<file path="src/rtl/seg7_pkg.sv">
// Shared types and constants for the seven-segment scan controller.
// Segment patterns are active-low, bit order {g,f,e,d,c,b,a}.
package seg7_pkg;

   typedef enum logic [1:0] {
      IDLE  = 2'd0,
      SHOW  = 2'd1,
      BLANK = 2'd2
   } state_t;

   localparam logic [7:0] SEG_OFF = 8'hFF;
   localparam logic [7:0] LIT_OFF = 8'hFF;

   localparam logic [6:0] HEX_SEG [16] = '{
      7'h40, 7'h79, 7'h24, 7'h30, 7'h19, 7'h12, 7'h02, 7'h78,
      7'h00, 7'h10, 7'h08, 7'h03, 7'h46, 7'h21, 7'h06, 7'h0E
   };

   // Full active-low segment byte {dp,g,f,e,d,c,b,a}.
   function automatic logic [7:0] seg_pat(input logic [3:0] val, input logic dp);
      return {~dp, HEX_SEG[val]};
   endfunction

endpackage

</file>
<file path="src/rtl/seg7_digit_dec.sv">
// Combinational 3-to-8 active-low one-hot digit select decoder.
module seg7_digit_dec
   import seg7_pkg::*;
(
   input  logic [2:0] idx,
   input  logic       en,
   output logic [7:0] lit_n
);

   always_comb begin
      lit_n = LIT_OFF;
      if (en) lit_n[idx] = 1'b0;
   end

endmodule

</file>
<file path="src/rtl/seg7_scan_ctrl.sv">
// Time-multiplexed 8-digit seven-segment scan controller with host write
// port, programmable dwell, optional blank gap between digits and frame tick.
module seg7_scan_ctrl
   import seg7_pkg::*;
#(
   parameter int unsigned SCAN_DIV  = 50000,
   parameter int unsigned BLANK_CYC = 500
) (
   input  logic       clk,
   input  logic       rst_n,
   input  logic       en,
   input  logic [7:0] dig_en,
   input  logic       wr_en,
   input  logic [2:0] wr_addr,
   input  logic [3:0] wr_data,
   input  logic       wr_dp,
   output logic [7:0] lit,
   output logic [7:0] seg,
   output logic [2:0] scan_idx,
   output logic       frame_tick
);

   localparam logic [15:0] SHOW_LAST  = 16'(SCAN_DIV - 1);
   localparam logic [15:0] BLANK_LAST = (BLANK_CYC > 0) ? 16'(BLANK_CYC - 1) : 16'd0;

   state_t          state, state_n;
   logic [15:0]     cnt, cnt_n;
   logic [2:0]      idx_n;
   logic            tick_n;
   logic [7:0][3:0] dval;
   logic [7:0]      dpv;
   logic            on;
   logic [7:0]      lit_n;

   always_ff @(posedge clk or negedge rst_n) begin
      if (!rst_n) begin
         state      <= IDLE;
         cnt        <= '0;
         scan_idx   <= '0;
         frame_tick <= 1'b0;
      end else begin
         state      <= state_n;
         cnt        <= cnt_n;
         scan_idx   <= idx_n;
         frame_tick <= tick_n;
      end
   end

   always_comb begin
      state_n = state;
      cnt_n   = cnt;
      idx_n   = scan_idx;
      tick_n  = 1'b0;
      if (!en) begin
         state_n = IDLE;
         cnt_n   = '0;
         idx_n   = '0;
      end else begin
         unique case (state)
            IDLE: begin
               state_n = SHOW;
               cnt_n   = '0;
               idx_n   = '0;
            end
            SHOW: begin
               if (cnt == SHOW_LAST) begin
                  cnt_n = '0;
                  if (BLANK_CYC > 0) begin
                     state_n = BLANK;
                  end else begin
                     idx_n  = scan_idx + 3'd1;
                     tick_n = (scan_idx == 3'd7);
                  end
               end else begin
                  cnt_n = cnt + 16'd1;
               end
            end
            BLANK: begin
               if (cnt == BLANK_LAST) begin
                  cnt_n   = '0;
                  state_n = SHOW;
                  idx_n   = scan_idx + 3'd1;
                  tick_n  = (scan_idx == 3'd7);
               end else begin
                  cnt_n = cnt + 16'd1;
               end
            end
            default: begin
               state_n = IDLE;
               cnt_n   = '0;
               idx_n   = '0;
            end
         endcase
      end
   end

   always_ff @(posedge clk or negedge rst_n) begin
      if (!rst_n) begin
         dval <= '0;
         dpv  <= '0;
      end else if (wr_en) begin
         dval[wr_addr] <= wr_data;
         dpv[wr_addr]  <= wr_dp;
      end
   end

   // Masked digits keep their slot timing; only the drive is suppressed.
   assign on = (state == SHOW) && dig_en[scan_idx];

   seg7_digit_dec u_dec (
      .idx   (scan_idx),
      .en    (on),
      .lit_n (lit_n)
   );

   always_ff @(posedge clk or negedge rst_n) begin
      if (!rst_n) begin
         lit <= LIT_OFF;
         seg <= SEG_OFF;
      end else begin
         lit <= lit_n;
         seg <= on ? seg_pat(dval[scan_idx], dpv[scan_idx]) : SEG_OFF;
      end
   end

endmodule

</file>
<file path="config.mk">
export PLATFORM = sky130hd
export DESIGN_NAME = seg7_scan_ctrl
export DESIGN_NICKNAME = d
export VERILOG_FILES = /design/src/rtl/seg7_pkg.sv /design/src/rtl/seg7_digit_dec.sv /design/src/rtl/seg7_scan_ctrl.sv
export SDC_FILE = /design/constraint.sdc
export NUM_CORES = 1
export LEC_CHECK = 0
export BUFFER_PORTS_ARGS = -buffer_cell sky130_fd_sc_hd__buf_2
export CAP_MARGIN = 10
export CORE_ASPECT_RATIO = 1.75
export CORE_MARGIN = 2
export CORE_UTILIZATION = 35
export DETAILED_ROUTE_END_ITERATION = 7
export HOLD_SLACK_MARGIN = 0.02
export PLACE_DENSITY = 0.63
export SETUP_SLACK_MARGIN = 0.05
export SLEW_MARGIN = 20
export SYNTH_ARGS = -nofsm -noshare
export SYNTH_HDL_FRONTEND = slang
export SYNTH_HIERARCHICAL = 1
export SYNTH_SLANG_ARGS = --single-unit
</file>
<file path="constraint.sdc">
create_clock -name clk -period 2.7 [get_ports clk]
set_clock_uncertainty 0.05 [all_clocks]
set_input_delay 0 -clock clk [delete_from_list [all_inputs] [get_ports clk]]
set_output_delay 0 -clock clk [all_outputs]
set_load 0.05 [all_outputs]
</file>
* After elaboration in Yosys (flattened, before gate mapping) *
Memories as Yosys holds them, arrays and structs flattened.
Index checks and enable logic that the tools add are counted.

storage, ports and cells
  register bits = 78
  bits in read-only memories = 112
  memories kept = 1
  output and inout bits = 20
  bits in writable memories = 0
  latch bits = 0

memories
  name             words  width  read ports  clocked after memory_dff  write ports  RTL line        text
  (no name shown)  16     7      1           0                         0            seg7_pkg.sv:21  return {~dp, HEX_SEG[val]};

operators by class
  add/sub/neg operators = 2
  equal/unequal tests = 8
  magnitude comparators = 5
  divide/modulo/power cells = 0
  bitwise operators = 3
  multiply operators = 0
  reductions and logical operators = 6
  mux-type cells = 32
  shifts and indexed selects = 0

operators with widths
  kind                                                        number
  2-to-1 mux 16 bit                                           3
  bitwise mux 32 bit                                          1
  case mux 16 bit (2 select lines)                            1
  adder 16 x 1 -> 16 bit, second input constant               1
  equality test 16 bit, second input constant                 1
  equality test 16 x 9 -> 1 bit, second input constant        1
  2-to-1 mux 8 bit                                            2
  2-to-1 mux 7 bit                                            2
  binary-select mux 4 bit (select 3 bit)                      1
  demux 4 bit (select 3 bit)                                  1
  bitwise mux 8 bit                                           1
  less-than comparator 3 x 4 -> 1 bit, second input constant  2
  2-to-1 mux 4 bit                                            2
  inverter 8 bit                                              1
  2-to-1 mux 1 bit                                            7
  binary-select mux 1 bit (select 3 bit)                      2
  demux 1 bit (select 3 bit)                                  2
  >= comparator 3 x 1 -> 1 bit, second input constant         2
  2-to-1 mux 2 bit                                            3
  2-to-1 mux 3 bit                                            2
  != test 3 bit, second input constant                        2
  case mux 2 bit (3 select lines)                             1
  case mux 3 bit (2 select lines)                             1
  >= comparator 5 bit, second input constant                  1
  10 further kinds                                            13

* Longest topological paths before layout *
  depth after elaboration = 7
  gate-level depth with buffers = 9

* By module *
Netlist, hierarchy kept.

modules (own cells, without submodules)
  module          cells an instance  instances  area an instance (um^2)
  seg7_scan_ctrl  289                1          3,739.8
  seg7_digit_dec  8                  1          76.3

* Least setup slack after synthesis *
No wires, ideal clock.

  path kind = register to register
  start = reg scan_idx[0]
  end = reg seg[3]
  path buffers = 2
  cell stages (with the launch flop) = 10
  period minus slack after synthesis = 3.008 ns
  required time = 2.571 ns
  data arrival time = 2.879 ns
  setup slack = -0.308 ns
  path through = dfrtp_1 -> buf_2 -> buf_2 -> mux4_2 -> mux2_2 -> inv_1 -> ha_1 -> nor3_1 -> a211oi_1 -> o21ai_0

between the ends
  cells in the longest elaborated chain, start to end = 7

RTL lines
  item                                                  RTL line               text
  from (decl)                                           seg7_scan_ctrl.sv:19   output logic [2:0] scan_idx,
  from (signal assigned)                                seg7_scan_ctrl.sv:44   scan_idx <= idx_n;
  binary-select mux 4 bit (select 3 bit)                seg7_scan_ctrl.sv:122  seg <= on ? seg_pat(dval[scan_idx], dpv[scan_idx]) : SEG_OFF;
  2-to-1 mux 4 bit (implied by the code)                seg7_scan_ctrl.sv:122
  inverter 4 -> 5 bit (implied by the code)             seg7_pkg.sv:21
  memory (16 x 7 bit)                                   --
  2-to-1 mux 7 bit (implied by the code) (2 in series)  seg7_pkg.sv:21
  2-to-1 mux 8 bit (*)                                  seg7_scan_ctrl.sv:122
  to (signal assigned)                                  seg7_scan_ctrl.sv:122
  to (decl)                                             seg7_scan_ctrl.sv:18   output logic [7:0] seg,

Every way passes the cells marked *; elsewhere a longest branch is shown, timed or not. The select of a mux whose other input is x is not followed.
A chain may end at the register's enable or synchronous reset.

* Worst setup path after layout *
  start = reg cnt[12]
  end = reg state[0]

between the ends
  cells in the longest elaborated chain, start to end = 3

RTL lines
  item                                                                   RTL line                                    text
  from (decl)                                                            seg7_scan_ctrl.sv:27                        logic [15:0] cnt, cnt_n;
  from (signal assigned)                                                 seg7_scan_ctrl.sv:43                        cnt <= cnt_n;
  equality test 16 bit or equality test 16 x 9 -> 1 bit (tied branches)  seg7_scan_ctrl.sv:66, seg7_scan_ctrl.sv:79
  != test 3 bit (no line)                                                --
  AND reduction 2 bit (no line) (*)                                      --
  to (signal assigned)                                                   seg7_scan_ctrl.sv:42                        state <= state_n;
  to (decl)                                                              seg7_scan_ctrl.sv:26                        state_t state, state_n;

Every way passes the cells marked *; elsewhere a longest branch is shown, timed or not.

==> flow_summary_export.csv <==
group,metric,value,unit
cells_and_area,nets,391,
worst_setup_path,crit_chain,"or4_1, or4_1, a22o_1, or3_1, a21boi_1",
worst_setup_path,reg2reg_slack,0.32,ns
floorplan,die_area,0.0118,sq mm
detailed_routing,num_vias,2564,
worst_setup_path,crit_fanout,4,
detailed_routing,wirelength,7860,um
global_routing,grt.overflow.total,0,
logic_synthesis,synth_edf_count,0,
cells_and_area,synthToLayoutAreaGrowth,20.3,%
hold_path,worstHoldEndpoint,"dval[11]$_DFFE_PN0P_",
worst_setup_path,r2r_cells,5,
worst_setup_path,cp.required,2.90,ns
outcome,status,"completed",
sta,rsz0062_at_grt,"false",
sta,fmax,420,MHz
logic_synthesis,yosysSeqAreaShare,51.7,%
cts,clock_latency,0.33,ns
logic_synthesis,ys_warn_count,6,
global_routing,grt_pass1_vias,2657,
cells_and_area,fin_area,0.00459,sq mm
cells_and_area,n_fill_cell,1019,
place,place_area,0.00423,sq mm
hold_path,min_path_type,"input port to flop",
floorplan,die_h,142,um
sta,finalCriticalPeriod,2.38,ns
worst_setup_path,cp.arrival,2.58,ns
logic_synthesis,yosysUniqueCellTypes,42,
logic_synthesis,synth_area,0.00382,sq mm
detailed_routing,first_pass_iters,4,
sta,period_share,88.1,%
logic_synthesis,synthCells,297,
worst_setup_path,cpMostUsedCell,"or4_1",
power,p_per_area,729,mW/mm^2
cts,cts_tree,"built",
place,hpwlAfterDp,5630,um
cells_and_area,final_common_cell,"dfrtp_1",
sta,setup_viol,0,
hold_path,whs_path_depth,4,
global_routing,antenna_found_initial,0,
cells_and_area,diodes,0,
run,maxCapViolCount,0,
logic_synthesis,ys_ff_latch,78,
sta,setup_slack,0.320,ns
sta,worst_slew_pin_slew,0.966,ns
worst_setup_path,rr_endpoint,"state[0]$_DFFE_PN0P_",
place,place.gp.congestion,0.799,
floorplan,ios,40,
global_routing,grt_util_all_layers,14.3,%
floorplan,die_w,82.9,um
cts,cts_sinks,78,
logic_synthesis,async_flop_share,100,%
sta,setup-tns-final,0,ns
global_routing,grt_pass1_wl,13200,um
power,p_leak,1.87,nW
global_routing,grt_max_degree,79,
cells_and_area,fin_util,43.2,%
detailed_routing,drtIter0Drc,103,
power,power,3.35,mW
worst_setup_path,slowest_delay,0.55,ns
floorplan,coreArea,0.0106,sq mm
worst_setup_path,path_class,"flop to flop",
cells_and_area,layout-drive-gt1-share,38.6,%
sta,hold_viol,0,
detailed_routing,drcViolationCount,0,
sta,max-slew-margin-rel,35.6,%
cts,h-tree-depth,3,
floorplan,initial_core_util,35.9,%
cts,cts.repair.resized,0,
detailed_routing,routedWlPerCell,15.9,um
place,io_buffers,39,
logic_synthesis,synthFlopType,"dfrtp_1",
cts,clkSlewWorstSetupHoldPaths,0.06,ns
power,ir_worst_vdd,0.000337,V
floorplan,core.rowCount,50,
sta,final_max_slew_viol_count,0,
worst_setup_path,worst-path-buf-inv,0,
logic_synthesis,syn_avg_cell_area,12.8,sq um
cells_and_area,final_cell_mix,"dfrtp_1, mux2_2, buf_2",
worst_setup_path,endpoint_kind,"flop",
logic_synthesis,synth_fp_nets,330,
hold_path,hp-start,"wr_addr[2]",
worst_setup_path,r2r_start,"cnt[12]$_DFF_PN0_",
cts,cts_buffers,9,
detailed_routing,ant_nets,0,
worst_setup_path,crit_family,"simple AND/OR/NAND/NOR gates",
place,place_ws,0.296,ns
cells_and_area,register_area,0.00197,sq mm
worst_setup_path,critPathLaunchType,"flop",
cells_and_area,multiInputGateArea,0.00178,sq mm
detailed_routing,via_per_inst,5.20,
cts,clk_root_buffer_cell,"clkbuf_16",
cts,cts.path.max_buffers,2,
worst_setup_path,critPathSlowestCell,"or4_1",
how the worst max path moves through the flow:
stage	slack (ns)	from	to	cells after the start
after detailed placement	0.30	cnt[12]$_DFF_PN0_	state[0]$_DFFE_PN0P_	5
after floorplan	0.07	scan_idx[0]$_DFFE_PN0P_	seg[3]$_DFF_PN1_	9
after global routing	0.16	scan_idx[0]$_DFFE_PN0P_	seg[3]$_DFF_PN1_	7
after CTS	0.30	cnt[12]$_DFF_PN0_	state[0]$_DFFE_PN0P_	5
after global placement	0.39	cnt[12]$_DFF_PN0_	state[0]$_DFFE_PN0P_	5
final	0.32	cnt[12]$_DFF_PN0_	state[0]$_DFFE_PN0P_	5
worst min-delay path, stage by stage:
cell and delay, ns:
buf_2 0.14, nor3b_1 0.06, buf_4 0.16, mux2_2 0.21
state kept, by name (all words and copies together) (netlist names):
| register | cells |
|---|---|
| cnt | 16 |
| seg | 8 |
| frame_tick | 1 |
| dpv | 8 |
| state | 2 |
| lit | 8 |
| scan_idx | 3 |
| dval | 32 |
kinds of logic after synthesis:
group           after synthesis  synth area share, %
flops                        78                 51.7
buf+inv                      16                 1.70
xor+xnor                     14                 3.21
compound gates               24                 4.52
fa+ha+maj                    13                 4.26
mux                          62                 21.0
simple gates                 90                 13.6
routing by layer:
layer | GRT usage [%] | share of wire (%)
met1 | 16.4 | 41
met2 | 25.0 | 54
met5 | 0 | 0
met3 | 3.13 | 2.9
met4 | 7.08 | 2.2
layout make-up:
class,count,share of cell area (%)
multi-input combinational,203,38.7
clock inverter,6,1.36
timing repair buffer,57,7.63
inverter,9,0.736
sequential,78,43.0
clock buffer,10,4.99
tap,130,3.54
per-stage QoR:
stage | instances | hold WS, ns
4_1_cts | 493 | 0.218
6_report | 493 | 0.230
5_1_grt | 493 | 0.263
3_3_place_gp | 470 | 0.156
2_1_floorplan | 297 | -0.346
3_5_place_dp | 470 | 0.169
synth_stat cells (2+ instances only):
| library cell | n | area [sq um] |
|---|---|---|
| dfrtp_1 | 62 | 1550 |
| mux2_2 | 46 | 518 |
| nor2_1 | 24 | 90.1 |
| dfstp_2 | 16 | 420 |
| ha_1 | 13 | 163 |
| nand3_1 | 11 | 55.1 |
| mux4_2 | 10 | 225 |
| inv_1 | 9 | 33.8 |
| nand2_1 | 9 | 33.8 |
| xnor2_1 | 9 | 78.8 |
| nor3_1 | 8 | 40.0 |
| nand4b_1 | 7 | 61.3 |
| mux2i_1 | 6 | 60.1 |
| nor2b_1 | 6 | 37.5 |
| xor2_1 | 5 | 43.8 |
| a21oi_1 | 4 | 20.0 |
| nand4_1 | 4 | 25.0 |
| nand4bb_1 | 4 | 45.0 |
| a22oi_1 | 3 | 22.5 |
| and3_1 | 3 | 18.8 |
| buf_2 | 3 | 15.0 |
| clkbuf_1 | 3 | 11.3 |
| nand2b_1 | 3 | 18.8 |
| o221ai_1 | 3 | 26.3 |
| a211oi_1 | 2 | 15.0 |
| a22o_1 | 2 | 17.5 |
| nor3b_1 | 2 | 15.0 |
| nor4b_1 | 2 | 17.5 |
| o211ai_1 | 2 | 15.0 |
| o21ai_0 | 2 | 10.0 |
| or3_1 | 2 | 12.5 |
| or4_1 | 2 | 15.0 |
where the power goes:
group          switching (mW)  internal [mW]  total [mW]
registers              0.0884           1.37        1.46
logic                   0.407          0.311       0.719
clock network           0.461          0.712        1.17
total                   0.957           2.39        3.35
repair_timing:
action / in CTS / in global routing
hold buffers: 7 / 0
buffers inserted: 0 / 0
endpoints found under the hold margin: 108 / 0
No activity file was read; power rests on OpenSTA's default activity.
